`src/rtl/regfile_writeback_pkg.sv`:
```
// Shared core definitions for the writeback path and the register file.
package regfile_writeback_pkg;

   // Core-wide register index and data widths; the register file uses the same values.
   localparam int CORE_ADDR_WIDTH = 5;
   localparam int CORE_DATA_WIDTH = 64;

   // Which result source wins the single queue slot this cycle.
   typedef enum logic {
      SRC_EX = 1'b0,
      SRC_LS = 1'b1
   } wb_src_e;

endpackage

```
`src/rtl/wb_fifo.sv`:
```
// Result queue: DEPTH entries of {rd, data}. Storage is not reset; only the occupancy state is.
module wb_fifo #(
   parameter int ADDR_WIDTH = 5,
   parameter int DATA_WIDTH = 64,
   parameter int DEPTH      = 4
) (
   input  logic                  clk,
   input  logic                  rst,
   input  logic                  push,
   input  logic [ADDR_WIDTH-1:0] push_rd,
   input  logic [DATA_WIDTH-1:0] push_data,
   input  logic                  pop,
   output logic                  full,
   output logic                  empty,
   output logic [ADDR_WIDTH-1:0] head_rd,
   output logic [DATA_WIDTH-1:0] head_data
);

   localparam int PW = $clog2(DEPTH);
   localparam int CW = $clog2(DEPTH + 1);

   logic [ADDR_WIDTH-1:0] mem_rd   [DEPTH];
   logic [DATA_WIDTH-1:0] mem_data [DEPTH];
   logic [PW-1:0]         wr_ptr;
   logic [PW-1:0]         rd_ptr;
   logic [CW-1:0]         count;
   logic                  do_push;
   logic                  do_pop;

   assign full      = (count == CW'(DEPTH));
   assign empty     = (count == '0);
   assign do_push   = push && !full;
   assign do_pop    = pop && !empty;
   assign head_rd   = mem_rd[rd_ptr];
   assign head_data = mem_data[rd_ptr];

   // Entry storage write; deliberately unreset since contents are ignored while empty.
   always_ff @(posedge clk) begin
      if (do_push) begin
         mem_rd[wr_ptr]   <= push_rd;
         mem_data[wr_ptr] <= push_data;
      end
   end

   // Pointers wrap naturally because DEPTH is a power of two; count holds on push+pop.
   always_ff @(posedge clk or posedge rst) begin
      if (rst) begin
         wr_ptr <= '0;
         rd_ptr <= '0;
         count  <= '0;
      end else begin
         if (do_push) wr_ptr <= wr_ptr + PW'(1);
         if (do_pop)  rd_ptr <= rd_ptr + PW'(1);
         if (do_push && !do_pop)      count <= count + CW'(1);
         else if (do_pop && !do_push) count <= count - CW'(1);
      end
   end

endmodule

```
`src/rtl/regfile_writeback.sv`:
```
// Writeback stage: arbitrates execute/load results into a queue, drains one entry per
// cycle into the register file, and tracks per-register pending writes for hazard queries.
module regfile_writeback
   import regfile_writeback_pkg::*;
#(
   parameter int ADDR_WIDTH = CORE_ADDR_WIDTH,
   parameter int DATA_WIDTH = CORE_DATA_WIDTH,
   parameter int DEPTH      = 4
) (
   input  logic                  clk,
   input  logic                  rst,
   input  logic                  issue_valid,
   input  logic [ADDR_WIDTH-1:0] issue_rd,
   output logic                  issue_ready,
   input  logic                  ex_valid,
   input  logic [ADDR_WIDTH-1:0] ex_rd,
   input  logic [DATA_WIDTH-1:0] ex_data,
   output logic                  ex_ready,
   input  logic                  ls_valid,
   input  logic [ADDR_WIDTH-1:0] ls_rd,
   input  logic [DATA_WIDTH-1:0] ls_data,
   output logic                  ls_ready,
   output logic                  wen,
   output logic [ADDR_WIDTH-1:0] rd,
   output logic [DATA_WIDTH-1:0] dataD,
   input  logic [ADDR_WIDTH-1:0] q_rs1,
   input  logic [ADDR_WIDTH-1:0] q_rs2,
   output logic                  hazard1,
   output logic                  hazard2
);

   localparam int NREG = 1 << ADDR_WIDTH;

   logic                  full;
   logic                  empty;
   logic                  ls_fire;
   logic                  ex_fire;
   logic                  issue_fire;
   wb_src_e               src;
   logic [ADDR_WIDTH-1:0] sel_rd;
   logic [DATA_WIDTH-1:0] sel_data;
   logic                  push;
   logic [NREG-1:0]       busy;
   logic [NREG-1:0]       busy_next;

   // Load unit has fixed priority over execute for the single slot.
   assign ls_ready   = !full;
   assign ex_ready   = !full && !ls_valid;
   assign ls_fire    = ls_valid && ls_ready;
   assign ex_fire    = ex_valid && ex_ready;
   assign src        = ls_fire ? SRC_LS : SRC_EX;
   assign sel_rd     = (src == SRC_LS) ? ls_rd : ex_rd;
   assign sel_data   = (src == SRC_LS) ? ls_data : ex_data;
   // x0 results complete the handshake but never occupy the queue.
   assign push       = (ls_fire || ex_fire) && (sel_rd != '0);

   assign issue_ready = !busy[issue_rd] || (issue_rd == '0);
   assign issue_fire  = issue_valid && issue_ready && (issue_rd != '0);
   assign hazard1     = busy[q_rs1];
   assign hazard2     = busy[q_rs2];

   wb_fifo #(
      .ADDR_WIDTH(ADDR_WIDTH),
      .DATA_WIDTH(DATA_WIDTH),
      .DEPTH     (DEPTH)
   ) u_fifo (
      .clk      (clk),
      .rst      (rst),
      .push     (push),
      .push_rd  (sel_rd),
      .push_data(sel_data),
      .pop      (wen),
      .full     (full),
      .empty    (empty),
      .head_rd  (rd),
      .head_data(dataD)
   );

   // Head of queue drives the register-file write port and is popped the same cycle.
   assign wen = !empty;

   // Scoreboard update: clear on pop first so a same-edge issue to that register wins.
   always_comb begin
      busy_next = busy;
      if (wen)        busy_next[rd]       = 1'b0;
      if (issue_fire) busy_next[issue_rd] = 1'b1;
      busy_next[0] = 1'b0;
   end

   // Scoreboard register.
   always_ff @(posedge clk or posedge rst) begin
      if (rst) busy <= '0;
      else     busy <= busy_next;
   end

endmodule

```
`config.mk`:
```
export PLATFORM = sky130hd
export DESIGN_NAME = regfile_writeback
export DESIGN_NICKNAME = d
export VERILOG_FILES = /design/src/rtl/regfile_writeback_pkg.sv /design/src/rtl/wb_fifo.sv /design/src/rtl/regfile_writeback.sv
export SDC_FILE = /design/constraint.sdc
export NUM_CORES = 1
export LEC_CHECK = 0
export ABC_AREA = 1
export BUFFER_PORTS_ARGS = -buffer_cell sky130_fd_sc_hd__buf_2
export CORE_ASPECT_RATIO = 1.2
export CORE_MARGIN = 3
export CORE_UTILIZATION = 50
export CTS_CLUSTER_DIAMETER = 30
export DETAILED_ROUTE_END_ITERATION = 8
export HOLD_SLACK_MARGIN = 0.12
export PLACE_DENSITY = 0.73
export SETUP_SLACK_MARGIN = 0.05
export SYNTH_ARGS = -nofsm -noshare
export SYNTH_HDL_FRONTEND = slang
export SYNTH_HIERARCHICAL = 1
export SYNTH_SLANG_ARGS = --single-unit
```
`constraint.sdc`:
```
create_clock -name clk -period 7.38 [get_ports clk]
set_clock_uncertainty 0.05 [all_clocks]
set_input_delay 1.476 -clock clk [delete_from_list [all_inputs] [get_ports clk]]
set_output_delay 1.476 -clock clk [all_outputs]
set_load 0.1 [all_outputs]
```
## Word-level counts from Yosys, hierarchy flattened

Memories as Yosys holds them, arrays and structs flattened.
Index checks and enable logic that the tools add are counted.
Widths: inputs -> output; s select.

| word-level totals | value |
|---|---|
| bits in writable memories | 276 |
| bits of input ports | 158 |
| word-level logic and storage cells | 62 |
| memories | 2 |
| flip-flop bits (word level) | 38 |
| output and inout port bits | 75 |

Memories:

| memory | depth | bits a word | rd ports | clocked after Yosys merged registers in | write ports | RTL line | source |
|---|---|---|---|---|---|---|---|
| u_fifo.mem_data | 4 | 64 | 1 | 0 | 1 | wb_fifo.sv:23 | `logic [DATA_WIDTH-1:0] mem_data [DEPTH];` |
| u_fifo.mem_rd | 4 | 5 | 1 | 0 | 1 | wb_fifo.sv:22 | `logic [ADDR_WIDTH-1:0] mem_rd [DEPTH];` |

| operators by class | value |
|---|---|
| $lt $le $gt $ge | 6 |
| equal/unequal tests | 1 |
| reduce and logical (&&, ||, !) cells | 23 |
| bitwise operators | 3 |
| mux-type cells | 19 |
| $add $sub $neg | 4 |

Operators by type and width:

| operator | number |
|---|---|
| $mux 32 | 2 |
| $mux 64 | 1 |
| $and 32x32->32 | 1 |
| $not 32->32 | 1 |
| $or 32x32->32 | 1 |
| $lt 5x6->1 const B | 4 |
| $bmux 1 s5 | 3 |
| $logic_and 1x1->1 | 11 |
| $demux 1 s5 | 2 |
| $ge 5x1->1 const B | 2 |
| $reduce_bool 5->1 | 2 |
| $mux 1 | 8 |
| $mux 3 | 2 |
| $logic_not 1->1 | 5 |
| $logic_not 5->1 | 1 |
| $mux 5 | 1 |
| $add 2x1->2 const B | 2 |
| $add 3x1->3 const B | 1 |
| $eq 3x3->1 const B | 1 |
| $logic_not 3->1 | 1 |
| $sub 3x1->3 const B | 1 |
| $logic_or 1x1->1 | 2 |
| $reduce_bool 2->1 | 1 |

## Depth between registers and ports, before layout

| depth | value |
|---|---|
| depth in word-level cells | 12 |
| depth in mapped cells | 20 |
| mapped depth without buffers | 19 |

## Cells and area by module

Netlist, hierarchy kept.

Modules (own cells, without submodules):

| module | instances | sequential area each (um^2) | area each (um^2) | cells an instance |
|---|---|---|---|---|
| wb_fifo | 1 | 8463.1 | 11374.7 | 867 |
| regfile_writeback | 1 | 775.7 | 3453.3 | 524 |

## Worst setup path before layout

No wires, ideal clock.

| timing | value |
|---|---|
| path kind | register to register |
| start | register u_fifo.count[0] |
| end | memory u_fifo.mem_data[0][0] (enable) |
| stages on the path, launching flop included | 13 |
| data arrival time | 5491 ps |
| slack | 1343 ps |
| library setup time | 497 ps |
| data required time | 6833 ps |
| path buffers | 1 |
| path through | dfrtp_1 -> inv_1 -> nand3_1 -> inv_1 -> clkinv_1 -> nand2_1 -> buf_2 -> nand2_1 -> nand2_1 -> nor4_1 -> a21oi_1 -> nand2_1 -> nor2_1 |

| between the ends | value |
|---|---|
| word-level cells in the longest chain between the ends | 10 |

RTL lines:

| what | RTL line | source |
|---|---|---|
| from (decl) | wb_fifo.sv:26 | `logic [CW-1:0] count;` |
| from (signal assigned) | wb_fifo.sv:54 | `if (do_push && !do_pop) count <= count + CW'(1);` |
| from (signal assigned) | wb_fifo.sv:55 | `else if (do_pop && !do_push) count <= count - CW'(1);` |
| $eq 3x3->1 | wb_fifo.sv:30 | `assign full = (count == CW'(DEPTH));` |
| net full | regfile_writeback.sv:34 | `logic full;` |
| $logic_not 1->1 | regfile_writeback.sv:47 | `assign ls_ready = !full;` |
| net ls_ready | regfile_writeback.sv:22 | `output logic ls_ready,` |
| $logic_and 1x1->1 | regfile_writeback.sv:49 | `assign ls_fire = ls_valid && ls_ready;` |
| $mux 1 | regfile_writeback.sv:51 | `assign src = ls_fire ? SRC_LS : SRC_EX;` |
| $mux 5 | regfile_writeback.sv:52 | `assign sel_rd = (src == SRC_LS) ? ls_rd : ex_rd;` |
| net sel_rd[2] | regfile_writeback.sv:40 | `logic [ADDR_WIDTH-1:0] sel_rd;` |
| $reduce_bool 5->1 | regfile_writeback.sv:55 | `assign push = (ls_fire \|\| ex_fire) && (sel_rd != '0);` |
| $logic_and 1x1->1 | regfile_writeback.sv:55 |  |
| net push | regfile_writeback.sv:42 | `logic push;` |
| $logic_and 1x1->1 | wb_fifo.sv:32 | `assign do_push = push && !full;` |
| $mux 1 | wb_fifo.sv:39 | `if (do_push) begin` |
| $mux 1 (not written as such) | wb_fifo.sv:41 | `mem_data[wr_ptr] <= push_data;` |
| to (decl) | wb_fifo.sv:23 |  |

The timed path passes the listed nets, and every way through them passes these cells.

## Final worst setup path

| timing | value |
|---|---|
| start | input port issue_rd[0] |
| end | output port issue_ready |

| between the ends | value |
|---|---|
| word-level cells in the longest chain between the ends | 4 |

RTL lines:

| what | RTL line | source |
|---|---|---|
| from (decl) | regfile_writeback.sv:13 | `input logic [ADDR_WIDTH-1:0] issue_rd,` |
| $bmux 1 s5 | regfile_writeback.sv:57 | `assign issue_ready = !busy[issue_rd] \|\| (issue_rd == '0);` |
| $mux 1 (not written as such) | regfile_writeback.sv:57 |  |
| $logic_not 1->1 | regfile_writeback.sv:57 |  |
| $logic_or 1x1->1 * | regfile_writeback.sv:57 |  |
| to (decl) | regfile_writeback.sv:14 | `output logic issue_ready,` |

Every way passes the cells marked *; elsewhere a longest branch is shown, timed or not. The select of a mux whose other input is x is not followed.

==> results by group <==
Outcome
  – Outcome: complete, no violations

Critical path
  – WS Path Type: in2out
  – Worst Setup Start Kind: input port
  – Worst-path cell chain: buf_2 -> inv_4 -> nand2_1 -> nand2_1 -> nand2_1 -> nand2_1 -> nand2_1 -> nand2_1 -> nor2_4 -> and2_1 -> buf_2
  – Worst Path Arrival: 3.53 ns
  – Max incr delay on CP: 0.56 ns
  – CP max stage cell: nor2_4
  – CP Capture Type: output pin
  – CP required: 5.85 ns
  – Most numerous cell on the critical path: nand2_1
  – CP delay by family, top: simple AND/OR/NAND/NOR gates
  – Buf+Inv Stages, Crit Path: 3
  – Critical path peak fanout: 32

Placed design
  – Port buffer count: 232
  – Gpl congestion: 0.932
  – Post-DP HPWL: 22700 um
  – Placed Cells: 1945
  – Post-Place Worst Slack: 2.35 ns

Routing
  – Wire length per cell: 17.9 um
  – Number of remaining DRC errors: 0
  – Drt first pass iters: 7
  – DR iter-0 viols: 861
  – Routed vias: 10900
  – Final WL: 36400 um
  – Via density: 5.36
  – Post-DRT Antenna Nets: 0

Logic synthesis
  – Ys flop type: edfxtp_1
  – Yosys warns: 6
  – FFs w/ async S/R, synth: 0.121
  – Number of flops mapped to enable cells by yosys: 276
  – Mapped Cells: 1391
  – #FFs+latches synth: 314
  – Syn Std Cell Area: 0.0148 sq mm
  – Syn avg cell area: 10.7 sq um
  – Syn Nets: 1555
  – Register area share after synthesis: 0.623
  – Netlist cell types: 28

Final layout
  – Non-Filler Instances: 2034
  – Fin util: 0.615
  – Share of cells above drive strength 1: 0.241
  – Nets: 1773
  – Area delta synth->final: 20.3%
  – Fillers: 2309

Die
  – Die area: 0.0318 sq mm
  – Core footprint: 0.0290 sq mm
  – Die W: 163 um
  – Rows: 68
  – Initial Util: 0.511
  – I/O Pins: 233
  – Die Ht: 195 um

STA
  – RSZ-0062 raised after global routing: false
  – Measured slew at the worst slew-check pin: 1.17 ns
  – Slew HR: 0.218
  – Final setup violating endpoints: 0
  – Achievable Freq: 198 MHz
  – Setup tns final: 0 ns
  – Fin. max-slew vios: 0
  – Fin crit period: 5.06 ns
  – Hold Vio Cnt, Final: 0
  – Final worst-path cycle share: 0.685
  – PnR worst setup slack: 2.32 ns

GRT
  – First-pass GRT wire length: 56400 um
  – Maximum number of pins on one net before global-route repair: 144
  – GRT Total Usage: 0.225
  – Total grt overflow: 0
  – Antenna violations before repair: 5
  – Vias in the first global route: 10700

Clock tree
  – Clock Root Buffer: clkbuf_16
  – Clock Latency Late Sink: 0.53 ns
  – Clk sinks: 314
  – CTS buffer count: 47
  – H-tree levels: 2
  – CTS tree: done
  – Worst-path clk slew: 0.05 ns
  – Setup repair bufs after CTS: 0
  – CTS Hold Buffers Added: 0
  – Post-cts sizing count: 0
  – CTS max path bufs: 3

Job
  – Max-Cap Viols: 0

Hold path
  – Worst hold path type: reg2reg
==> area by class of cell <==
| cell class | instances | area, sq um | share of cell area |
|---|---|---|---|
| multi-input cells | 812 | 4430 | 0.248 |
| diodes | 4 | 10.0 | 0.000561 |
| repair buffers | 241 | 1240 | 0.0696 |
| clock buffers | 54 | 1240 | 0.0698 |
| clock inverters | 31 | 454 | 0.0255 |
| inverters | 193 | 732 | 0.0410 |
| well taps | 385 | 482 | 0.0270 |
| flip-flops and latches | 314 | 9240 | 0.518 |
==> through the flow <==
stage | cell area [sq um] | hold WS (ns)
floorplan | 14800 | 0.413
finish | 17800 | 0.460
global route | 17800 | 0.517
detailed placement | 16100 | 0.448
global placement | 16100 | 0.429
CTS | 17800 | 0.459
==> synthesized netlist by cell type (all sizes together), types with 8 or more instances <==
cell type  count  area share
a21oi          8      0.0027
buf           59       0.028
clkbuf        13      0.0034
dfrtp         38       0.064
edfxtp       276        0.56
inv          188       0.048
mux2          64       0.049
nand2        395        0.10
nand3         70       0.024
nand4         32       0.014
nor2          42       0.012
nor3           8      0.0027
o211ai       142       0.072
o21ai         42       0.014
==> worst min-delay path, delay by kind of cell (launching register included) <==
family,cells,cell delay (ns)
and+or+nand+nor,2,0.11
DFF,1,0.37
==> layer usage <==
layer	GRT usage	wire [um]	vias up
li1	-	-	5247
met1	0.288	14400	5158
met2	0.374	17800	411
met3	0.0409	2490	92
met4	0.103	1650	4
met5	0	27	-
==> final timing paths <==
path	startpoint	to	slack, ns	depth (start not counted)
worst max-delay path	issue_rd[0]	issue_ready	2.32	11
worst min-delay path	u_fifo/count[2]	u_fifo/count[2]	0.46	2
worst max register to register	u_fifo/count[1]	u_fifo/mem_data[3][10]	2.82	12
worst min register to register	u_fifo/count[2]	u_fifo/count[2]	0.46	2
max in group asynchronous	rst	busy[25]	5.34	2
min in group asynchronous	rst	u_fifo/rd_ptr[0]	0.86	2
==> cell usage in the layout, fill, tap and decap left out, types with 6 or more instances in the layout <==
| cell | instances |
|---|---|
| edfxtp_1 | 276 |
| buf_4 | 8 |
| nand3_1 | 70 |
| mux2_2 | 64 |
| dfrtp_1 | 37 |
| o211ai_1 | 142 |
| nand4_1 | 32 |
| nor2_4 | 6 |
| o21ai_0 | 41 |
| inv_6 | 8 |
| nor2_1 | 36 |
| bufinv_16 | 10 |
| inv_1 | 185 |
| a21oi_1 | 8 |
| clkinv_1 | 8 |
| nand2_1 | 391 |
| clkbuf_16 | 49 |
| nor3_1 | 8 |
| buf_2 | 232 |
==> logic make-up (layout without fill, tap and decap cells) <==
group / after synthesis / count (layout) / share of synthesized area
AOI/OAI and AO/OA: 192 / 192 / 0.0888
xor gates and xnor gates: 1 / 1 / 0.000591
adders and majority gates: 6 / 6 / 0.00557
buffers and inverters: 265 / 519 / 0.0806
DFF: 314 / 314 / 0.623
muxes: 64 / 64 / 0.0486
other: 0 / 4 / 0
and+or+nand+nor: 549 / 549 / 0.153
==> registers in the layout, indices dropped and copies added, names as in the netlist <==
name,flops
busy,31
u_fifo/wr_ptr,2
u_fifo/rd_ptr,2
u_fifo/mem_rd,20
u_fifo/mem_data,256
u_fifo/count,3
Power is left out: the tool's default activity adds up to more than one toggle a clock period on the data nets, which glitch-free logic cannot reach.
